[src/rtl/dec_echo_scheduler.sv]
// ---------------------------------------------------------------------------
// dec_echo_scheduler
//
// Sits between a UART receiver and a UART transmitter. Received bytes wait in
// a small FIFO. One at a time they are handed to an external byte-to-decimal
// ASCII converter. The three result digits and a separator character are then
// streamed to the transmitter over a valid/ready handshake.
//
// Ports:
//   clk, rst_n   clock, asynchronous active-low reset
//   rx_data      received byte, qualified by the one-cycle strobe rx_done
//   conv_byte    byte presented to the converter (held while converting)
//   conv_valid   one-cycle conversion request
//   conv_dec     converter result {hundreds, tens, units} as ASCII
//   tx_data      character to transmit, qualified by tx_valid
//   tx_ready     transmitter accepts (transfer when tx_valid & tx_ready)
//   busy         scheduler is not idle
//   ovf_pulse    one-cycle pulse after a byte was dropped on a full FIFO
//   drop_cnt     saturating count of dropped bytes
//   fifo_level   current FIFO occupancy
// ---------------------------------------------------------------------------
module dec_echo_scheduler #(
    parameter int unsigned FIFO_DEPTH  = 4,
    parameter int unsigned CONV_LAT    = 2,
    parameter logic [7:0]  SEP_CHAR    = 8'h20,
    parameter bit          LZ_SUPPRESS = 1'b0
) (
    input  logic                          clk,
    input  logic                          rst_n,
    input  logic [7:0]                    rx_data,
    input  logic                          rx_done,
    output logic [7:0]                    conv_byte,
    output logic                          conv_valid,
    input  logic [23:0]                   conv_dec,
    output logic [7:0]                    tx_data,
    output logic                          tx_valid,
    input  logic                          tx_ready,
    output logic                          busy,
    output logic                          ovf_pulse,
    output logic [7:0]                    drop_cnt,
    output logic [$clog2(FIFO_DEPTH):0]   fifo_level
);

    localparam int unsigned AW = $clog2(FIFO_DEPTH);
    localparam logic [AW:0] FULL_LVL = (AW + 1)'(FIFO_DEPTH);
    localparam logic [2:0]  LAT_LAST = 3'(CONV_LAT - 1);
    localparam logic [7:0]  ZERO_CH  = 8'h30;

    typedef enum logic [2:0] {
        IDLE,
        CONV,
        SEND_H,
        SEND_T,
        SEND_U,
        SEND_SEP
    } state_t;

    state_t state, state_nx;

    logic [7:0]    mem [FIFO_DEPTH];
    logic [AW-1:0] wr_ptr, rd_ptr;
    logic          full, empty, push, pop, drop;

    logic [2:0]    conv_cnt;
    logic [23:0]   digit;
    logic          conv_done;
    logic [7:0]    dig_h, dig_t, dig_u;

    assign full  = (fifo_level == FULL_LVL);
    assign empty = (fifo_level == '0);

    // The scheduler only ever pops from IDLE, and only when something is
    // queued, so a push into an empty FIFO can never be popped in the same
    // cycle. A pop frees a slot, which lets a push land on a full FIFO.
    assign pop  = (state == IDLE) && !empty;
    assign push = rx_done && (!full || pop);
    assign drop = rx_done && full && !pop;

    assign dig_h = digit[23:16];
    assign dig_t = digit[15:8];
    assign dig_u = digit[7:0];

    // The first CONV edge is the one that samples conv_valid; latency edges
    // are counted from there, so the counter only advances once conv_valid
    // has dropped.
    assign conv_done = (state == CONV) && !conv_valid && (conv_cnt == LAT_LAST);

    assign busy = (state != IDLE);

    // Storage has no reset; occupancy is tracked by the pointers and level.
    always_ff @(posedge clk) begin
        if (push) begin
            mem[wr_ptr] <= rx_data;
        end
    end

    always_ff @(posedge clk or negedge rst_n) begin
        if (!rst_n) begin
            wr_ptr     <= '0;
            rd_ptr     <= '0;
            fifo_level <= '0;
            ovf_pulse  <= 1'b0;
            drop_cnt   <= 8'd0;
        end else begin
            if (push) begin
                wr_ptr <= wr_ptr + 1'b1;
            end
            if (pop) begin
                rd_ptr <= rd_ptr + 1'b1;
            end
            case ({push, pop})
                2'b10:   fifo_level <= fifo_level + 1'b1;
                2'b01:   fifo_level <= fifo_level - 1'b1;
                default: fifo_level <= fifo_level;
            endcase
            ovf_pulse <= drop;
            if (drop && (drop_cnt != 8'hFF)) begin
                drop_cnt <= drop_cnt + 8'd1;
            end
        end
    end

    // Conversion request, latency counter and captured digits.
    always_ff @(posedge clk or negedge rst_n) begin
        if (!rst_n) begin
            conv_byte  <= 8'd0;
            conv_valid <= 1'b0;
            conv_cnt   <= 3'd0;
            digit      <= 24'd0;
        end else begin
            if (pop) begin
                conv_byte  <= mem[rd_ptr];
                conv_valid <= 1'b1;
                conv_cnt   <= 3'd0;
            end else begin
                conv_valid <= 1'b0;
                if ((state == CONV) && !conv_valid) begin
                    conv_cnt <= conv_cnt + 3'd1;
                end
            end
            if (conv_done) begin
                digit <= conv_dec;
            end
        end
    end

    always_ff @(posedge clk or negedge rst_n) begin
        if (!rst_n) begin
            state <= IDLE;
        end else begin
            state <= state_nx;
        end
    end

    // Send states present a character and hold it until the transmitter
    // takes it. Suppressed leading zeros spend one cycle with tx_valid low.
    always_comb begin
        state_nx = state;
        tx_valid = 1'b0;
        tx_data  = 8'd0;
        case (state)
            IDLE: begin
                if (!empty) begin
                    state_nx = CONV;
                end
            end
            CONV: begin
                if (conv_done) begin
                    state_nx = SEND_H;
                end
            end
            SEND_H: begin
                if (LZ_SUPPRESS && (dig_h == ZERO_CH)) begin
                    state_nx = SEND_T;
                end else begin
                    tx_valid = 1'b1;
                    tx_data  = dig_h;
                    if (tx_ready) begin
                        state_nx = SEND_T;
                    end
                end
            end
            SEND_T: begin
                if (LZ_SUPPRESS && (dig_h == ZERO_CH) && (dig_t == ZERO_CH)) begin
                    state_nx = SEND_U;
                end else begin
                    tx_valid = 1'b1;
                    tx_data  = dig_t;
                    if (tx_ready) begin
                        state_nx = SEND_U;
                    end
                end
            end
            SEND_U: begin
                tx_valid = 1'b1;
                tx_data  = dig_u;
                if (tx_ready) begin
                    state_nx = SEND_SEP;
                end
            end
            SEND_SEP: begin
                tx_valid = 1'b1;
                tx_data  = SEP_CHAR;
                if (tx_ready) begin
                    state_nx = IDLE;
                end
            end
            default: begin
                state_nx = IDLE;
            end
        endcase
    end

endmodule

[config.mk]
export PLATFORM = sky130hd
export DESIGN_NAME = dec_echo_scheduler
export DESIGN_NICKNAME = d
export VERILOG_FILES = /design/src/rtl/dec_echo_scheduler.sv
export SDC_FILE = /design/constraint.sdc
export NUM_CORES = 1
export LEC_CHECK = 0
export CAP_MARGIN = 20
export CELL_PAD_IN_SITES_DETAIL_PLACEMENT = 1
export CELL_PAD_IN_SITES_GLOBAL_PLACEMENT = 1
export CORE_UTILIZATION = 25
export CTS_CLUSTER_DIAMETER = 50
export CTS_CLUSTER_SIZE = 28
export DETAILED_ROUTE_END_ITERATION = 8
export GPL_ROUTABILITY_DRIVEN = 0
export MAX_ROUTING_LAYER = met4
export PLACE_DENSITY = 0.56
export SYNTH_ARGS = -nofsm -noshare
export SYNTH_HDL_FRONTEND = slang
export SYNTH_SLANG_ARGS = --single-unit
export TNS_END_PERCENT = 1
[constraint.sdc]
create_clock -name clk -period 4.19 [get_ports clk]
set_input_delay 0.838 -clock clk [delete_from_list [all_inputs] [get_ports clk]]
set_output_delay 0.838 -clock clk [all_outputs]
set_load 0.02 [all_outputs]
# --- After elaboration in Yosys (flattened, before gate mapping) ---
# Memories as Yosys holds them, arrays and structs flattened. A register that Yosys moved wholly into a read port is not among the register bits.
# Index checks and enable logic that the tools add are counted.
classes:
  addsub: 6
  eq_ne: 16
  muxes: 15
  reduce_logical: 20
op_table:
  columns: ["operator", "n"]
  rows:
  - ["one-hot mux 8 bit (4 select lines)", 1]
  - ["two-way mux 3 bit", 8]
  - ["one-hot mux 3 bit (6 select lines)", 1]
  - ["inequality test 2 bit, second input constant", 6]
  - ["== test 3 bit, second input constant", 3]
  - ["adder 8 x 1 -> 8 bit, second input constant", 1]
  - ["inequality test 8 bit, second input constant", 1]
  - ["logical AND 1 bit", 7]
  - ["adder 3 x 1 -> 3 bit, second input constant", 2]
  - ["== test 3 x 1 -> 1 bit, second input constant", 2]
  - ["== test 3 x 2 -> 1 bit, second input constant", 2]
  - ["logical NOT 3 bit", 2]
  - ["one-hot mux 3 bit (2 select lines)", 1]
  - ["AND reduction 6 bit", 1]
  - ["logical NOT 1 bit", 5]
  - ["adder 2 x 1 -> 2 bit, second input constant", 2]
  - ["two-way mux 1 bit", 4]
  - ["nonzero test 2 bit", 2]
  - ["OR reduction 4 bit", 1]
  - ["nonzero test 3 bit", 1]
  - ["subtractor 3 x 1 -> 3 bit, second input constant", 1]
  - ["== test 2 x 1 -> 1 bit, second input constant", 1]
  - ["== test 2 bit, second input constant", 1]
  - ["logical OR 1 bit", 1]
word_totals:
  register_bits: 47
  ramBits: 32
  inputBits: 36
  out_inout_bits: 31
  elab_cells: 67
  mem_count: 1
mem_list:
  columns: ["memory", "words", "width", "rd", "rd_ports_with_merged_regs", "write_ports", "line_no", "rtl"]
  rows:
  - ["mem", 4, 8, 1, 1, 1, "60", "logic [7:0] mem [FIFO_DEPTH];"]

# --- Depth between registers and ports, before layout ---
depth:
  word_depth: 7
  mapped_depth: 11
  ltp_nobuf: 10

# --- Least setup slack after synthesis ---
# No wires, ideal clock.
synth_timing:
  path_type: "register to register"
  from: "register state[0]"
  to: "register fifo_level[2]"
  setup_time_ps: 80
  t_arrival_ps: 2227
  required_ps: 4110
  setup_slack_ps: 1882
  path_stages_with_launch: 11
  n_path_buf: 2
  synth_period_minus_slack_ps: 2308
  path_cell_list: "dfrtp_1 buf_2 or3_4 nor2_4 buf_4 ha_1 inv_1 fa_1 xor2_1 nor2_1 xor2_1"
synth_via:
  elab_chain_cells: 6
  word_cells_on_any_way: 8
  classes_between: "eq/ne (2); mux (1); reduce/logical (5)"
synth_lines:
  columns: ["item", "line_no", "rtl"]
  rows:
  - ["start: declaration", "58", "state_t state, state_nx;"]
  - ["start signal: assignment", "151", "state <= state_nx;"]
  - ["logical NOT 3 bit (*)", "75", "assign pop = (state == IDLE) && !empty;"]
  - ["logical AND 1 bit (*)", "75", null]
  - ["via pop", "62", "logic full, empty, push, pop, drop;"]
  - ["logical OR 1 bit", "76", "assign push = rx_done && (!full || pop);"]
  - ["logical AND 1 bit", "76", null]
  - ["== test 2 x 1 -> 1 bit / == test 2 bit (equally long branches)", "111", "case ({push, pop})"]
  - ["one-hot mux 3 bit (2 select lines) / nonzero test 2 bit (equally long branches)", null, null]
  - ["end signal: assignment", "112", "2'b10: fifo_level <= fifo_level + 1'b1;"]
  - ["end signal: assignment", "113", "2'b01: fifo_level <= fifo_level - 1'b1;"]
  - ["end signal: assignment", "114", "default: fifo_level <= fifo_level;"]
  - ["end: declaration", "41", "output logic [$clog2(FIFO_DEPTH):0] fifo_level"]
# Mark *: on every way through the listed nets, which the timed path passes. The rest lies on a longest branch.
# A chain may end at the register's enable or synchronous reset.

# --- Worst setup path after layout ---
layout_timing:
  from: "register state[0]"
  to: "output tx_data[7]"
layout_via:
  elab_chain_cells: 2
  word_cells_on_any_way: 5
  classes_between: "eq/ne (4); mux (1)"
layout_lines:
  columns: ["item", "line_no", "rtl"]
  rows:
  - ["== test 3 bit / == test 3 x 2 -> 1 bit (equally long branches)", "161", "case (state)"]
  - ["one-hot mux 8 bit (4 select lines) (*)", "161", null]
  - ["end: declaration", "35", "output logic [7:0] tx_data,"]
# Mark *: on every way between the ends. The rest lies on a longest branch, timed or not.

==> impl_metrics.toml <==
[die]
die_y_um = 125
row_count = 44
boundaryPins = 67
initial_utilization = 0.258
core_sq_mm = 0.0146
fp.dieW_um = 125
die_area_sq_mm = 0.0156

[run]
maxCapViolCount = 0

[routing]
routed_wl_um = 8090
drt_iter0_drc = 63
route.vias.total = 2179
antenna_left = 0
drc_errors = 6
firstDrtPassIters = 7
routedWlPerCell_um = 16.1
via_per_inst = 4.33

[clocking]
clockRootBuffer = "clkbuf_16"
numCtsBuffers = 9
cts.sinks = 87
postCtsHoldBufs = 0
ctsResizeCount = 0
cts_setup_buffers = 0
clkTransAtPathRegs_ns = 0.06
insertion_delay_ns = 0.34
cts_tree = "done"
cts_max_level = 3
clock_path_buffers = 2

[yosys]
yosysSeqAreaShare = 0.620
yosys_warnings = 0
synth_cell_types = 39
yosys_most_used_dff = "dfrtp_1"
synth_edf_count = 32
ys_ff_latch = 87
synthCells = 241
syn_area_sq_mm = 0.00377
syn-mean-instance-area_sq_um = 15.6
async_flop_share = 0.632
postSynthNetCount = 286

[sta]
fin_crit_ns = 3.26
finalHoldViolCount = 0
finalCritPeriodShare = 0.778
setup_tns_ns = 0
fmaxAchievable_ghz = 0.307
slew_viol_final = 0
finClkSkew_ns = 0.00781
maxSlewHeadroom = 0.531
tightest_slew_ns = 0.703
rsz0062_at_grt = "no"
setup_violations = 0

[pwr]
clkPwrFrac = 0.247
p_seq_frac = 0.392
internal_power_mw = 2.56
switching_share = 0.312
switching_power_mw = 1.16
power.density_mw_per_mm2 = 748
ir_worst_vdd_mv = 0.261
power.leakage_nw = 2.09
comb_power_share = 0.361

[global_routing]
first_global_vias = 2416
use_met3 = 0.0271
grt_pass1_wl_um = 13200
use_met2 = 0.174
antenna_found_initial = 1
grt_usage = 0.115
top_usage_layer = "met2"
grt_max_degree = 45
grt_overflow = 0
met1_usage = 0.143

[setup_path]
arrival_ns = 2.42
reg2regPathDepth = 8
ff2ff_setup_slack_ns = 1.40
worstSetupPathType = "register to output port"
critPathLaunchType = "register"
cp_max_fo = 15
required_ns = 3.35
critPathCaptureType = "output port"

[placement]
place_area_sq_mm = 0.00462
dp_hpwl_um = 5620
io_buffers = 66

[status]
violations = "design-rule violations"
outcome = "finished with violations"

[final_layout]
nFillCells = 1529
nNetsFinal = 358
drive_above_1_share = 0.204
stdcell_area_sq_mm = 0.00499
final_cell_mix = "clkdlybuf4s50_1, dfrtp_1, edfxtp_1, mux2_4, mux2_2"
area_delta_synth_final_pct = 32.3
layout_commonest_cell = "clkdlybuf4s50_1"

[min_path]
worstHoldPathType = "input pin to asynchronous set/reset pin"
critical path, cell delays in order, from the launching register on:
cell and delay [ns]:
dfrtp_1 0.64, nor3b_1 0.45, buf_4 0.22, nand2_1 0.06, o21ai_0 0.09, clkdlybuf4s50_1 0.64
registers in the layout (all words and copies together), names as in the netlist:
| register | count |
|---|---|
| conv_cnt | 3 |
| digit | 24 |
| mem | 32 |
| fifo_level | 3 |
| conv_byte | 8 |
| ovf_pulse | 1 |
| conv_valid | 1 |
| rd_ptr | 2 |
| drop_cnt | 8 |
| wr_ptr | 2 |
| state | 3 |
synthesized netlist by cell type, types with 2 or more instances:
master | count | area (sq um)
dfrtp_1 | 55 | 1380
edfxtp_1 | 32 | 961
mux2_4 | 18 | 270
mux2_2 | 16 | 180
nand2_1 | 14 | 52.6
mux2i_1 | 10 | 100
xor2_1 | 10 | 87.6
ha_1 | 8 | 100
inv_1 | 8 | 30.0
mux4_2 | 8 | 180
nor2_1 | 7 | 26.3
o21ai_0 | 7 | 35.0
and3_1 | 5 | 31.3
xnor2_1 | 4 | 35.0
buf_2 | 3 | 15.0
nand3_1 | 3 | 15.0
nor3_1 | 3 | 15.0
nor4_1 | 3 | 18.8
a21oi_1 | 2 | 10.0
a31oi_1 | 2 | 12.5
and4_1 | 2 | 17.5
buf_6 | 2 | 22.5
nand2b_1 | 2 | 12.5
nor3b_1 | 2 | 15.0
per-stage QoR:
step	util	hold slack [ns]	total power [mW]	setup WS (ns)	std cells
after global routing	0.341	0.401	3.96	0.737	503
after floorplan	-	0.479	2.37	1.88	241
after global placement	0.315	0.493	2.82	1.33	485
after CTS	0.339	0.511	3.80	0.863	501
after detailed placement	0.315	0.494	2.86	1.26	485
final	0.341	0.393	3.73	0.928	503
cell type report:
cell class,count,area [sq um],area share
Tap cell,184,230,0.0462
Sequential cell,87,2340,0.469
Antenna cell,1,2.50,0.000502
Inverter,8,30.0,0.00602
Clock buffer,11,243,0.0487
Timing Repair Buffer,69,691,0.138
Multi-Input combinational cell,138,1350,0.271
Clock inverter,5,104,0.0208
per-layer routing:
| metal | vias to the layer above | part of all wire |
|---|---|---|
| li1 | 1028 | - |
| met2 | 34 | 0.48 |
| met1 | 1107 | 0.46 |
| met4 | 0 | 0.020 |
| met3 | 10 | 0.041 |
| met5 | - | 0 |
worst paths after layout:
| kind | startpoint | to |
|---|---|---|
| worst max register to register | state[0] | fifo_level[2] |
| max in group asynchronous | rst_n | conv_byte[3] |
| worst min-delay path | rst_n | conv_valid |
| min in group clk | drop_cnt[5] | drop_cnt[5] |
| worst min register to register | drop_cnt[5] | drop_cnt[5] |
| worst max-delay path | state[0] | tx_data[7] |
cells by family after synthesis:
logic type | synth area share
xor gates and xnor gates | 0.0325
muxes | 0.194
adders and majority gates | 0.0319
AOI/OAI and AO/OA | 0.0236
and+or+nand+nor | 0.0766
buffers and inverters | 0.0219
DFF | 0.620
power groups by stage:
stage | Combinational [mW] | Clock [mW] | Sequential, mW
2_1_floorplan | 0.925 | 0 | 1.45
6_report | 1.35 | 0.919 | 1.46
5_1_grt | 1.46 | 0.983 | 1.52
4_1_cts | 1.37 | 0.952 | 1.48
3_5_place_dp | 1.37 | 0 | 1.49
3_3_place_gp | 1.34 | 0 | 1.48
Power figures use the tool's default switching activity.
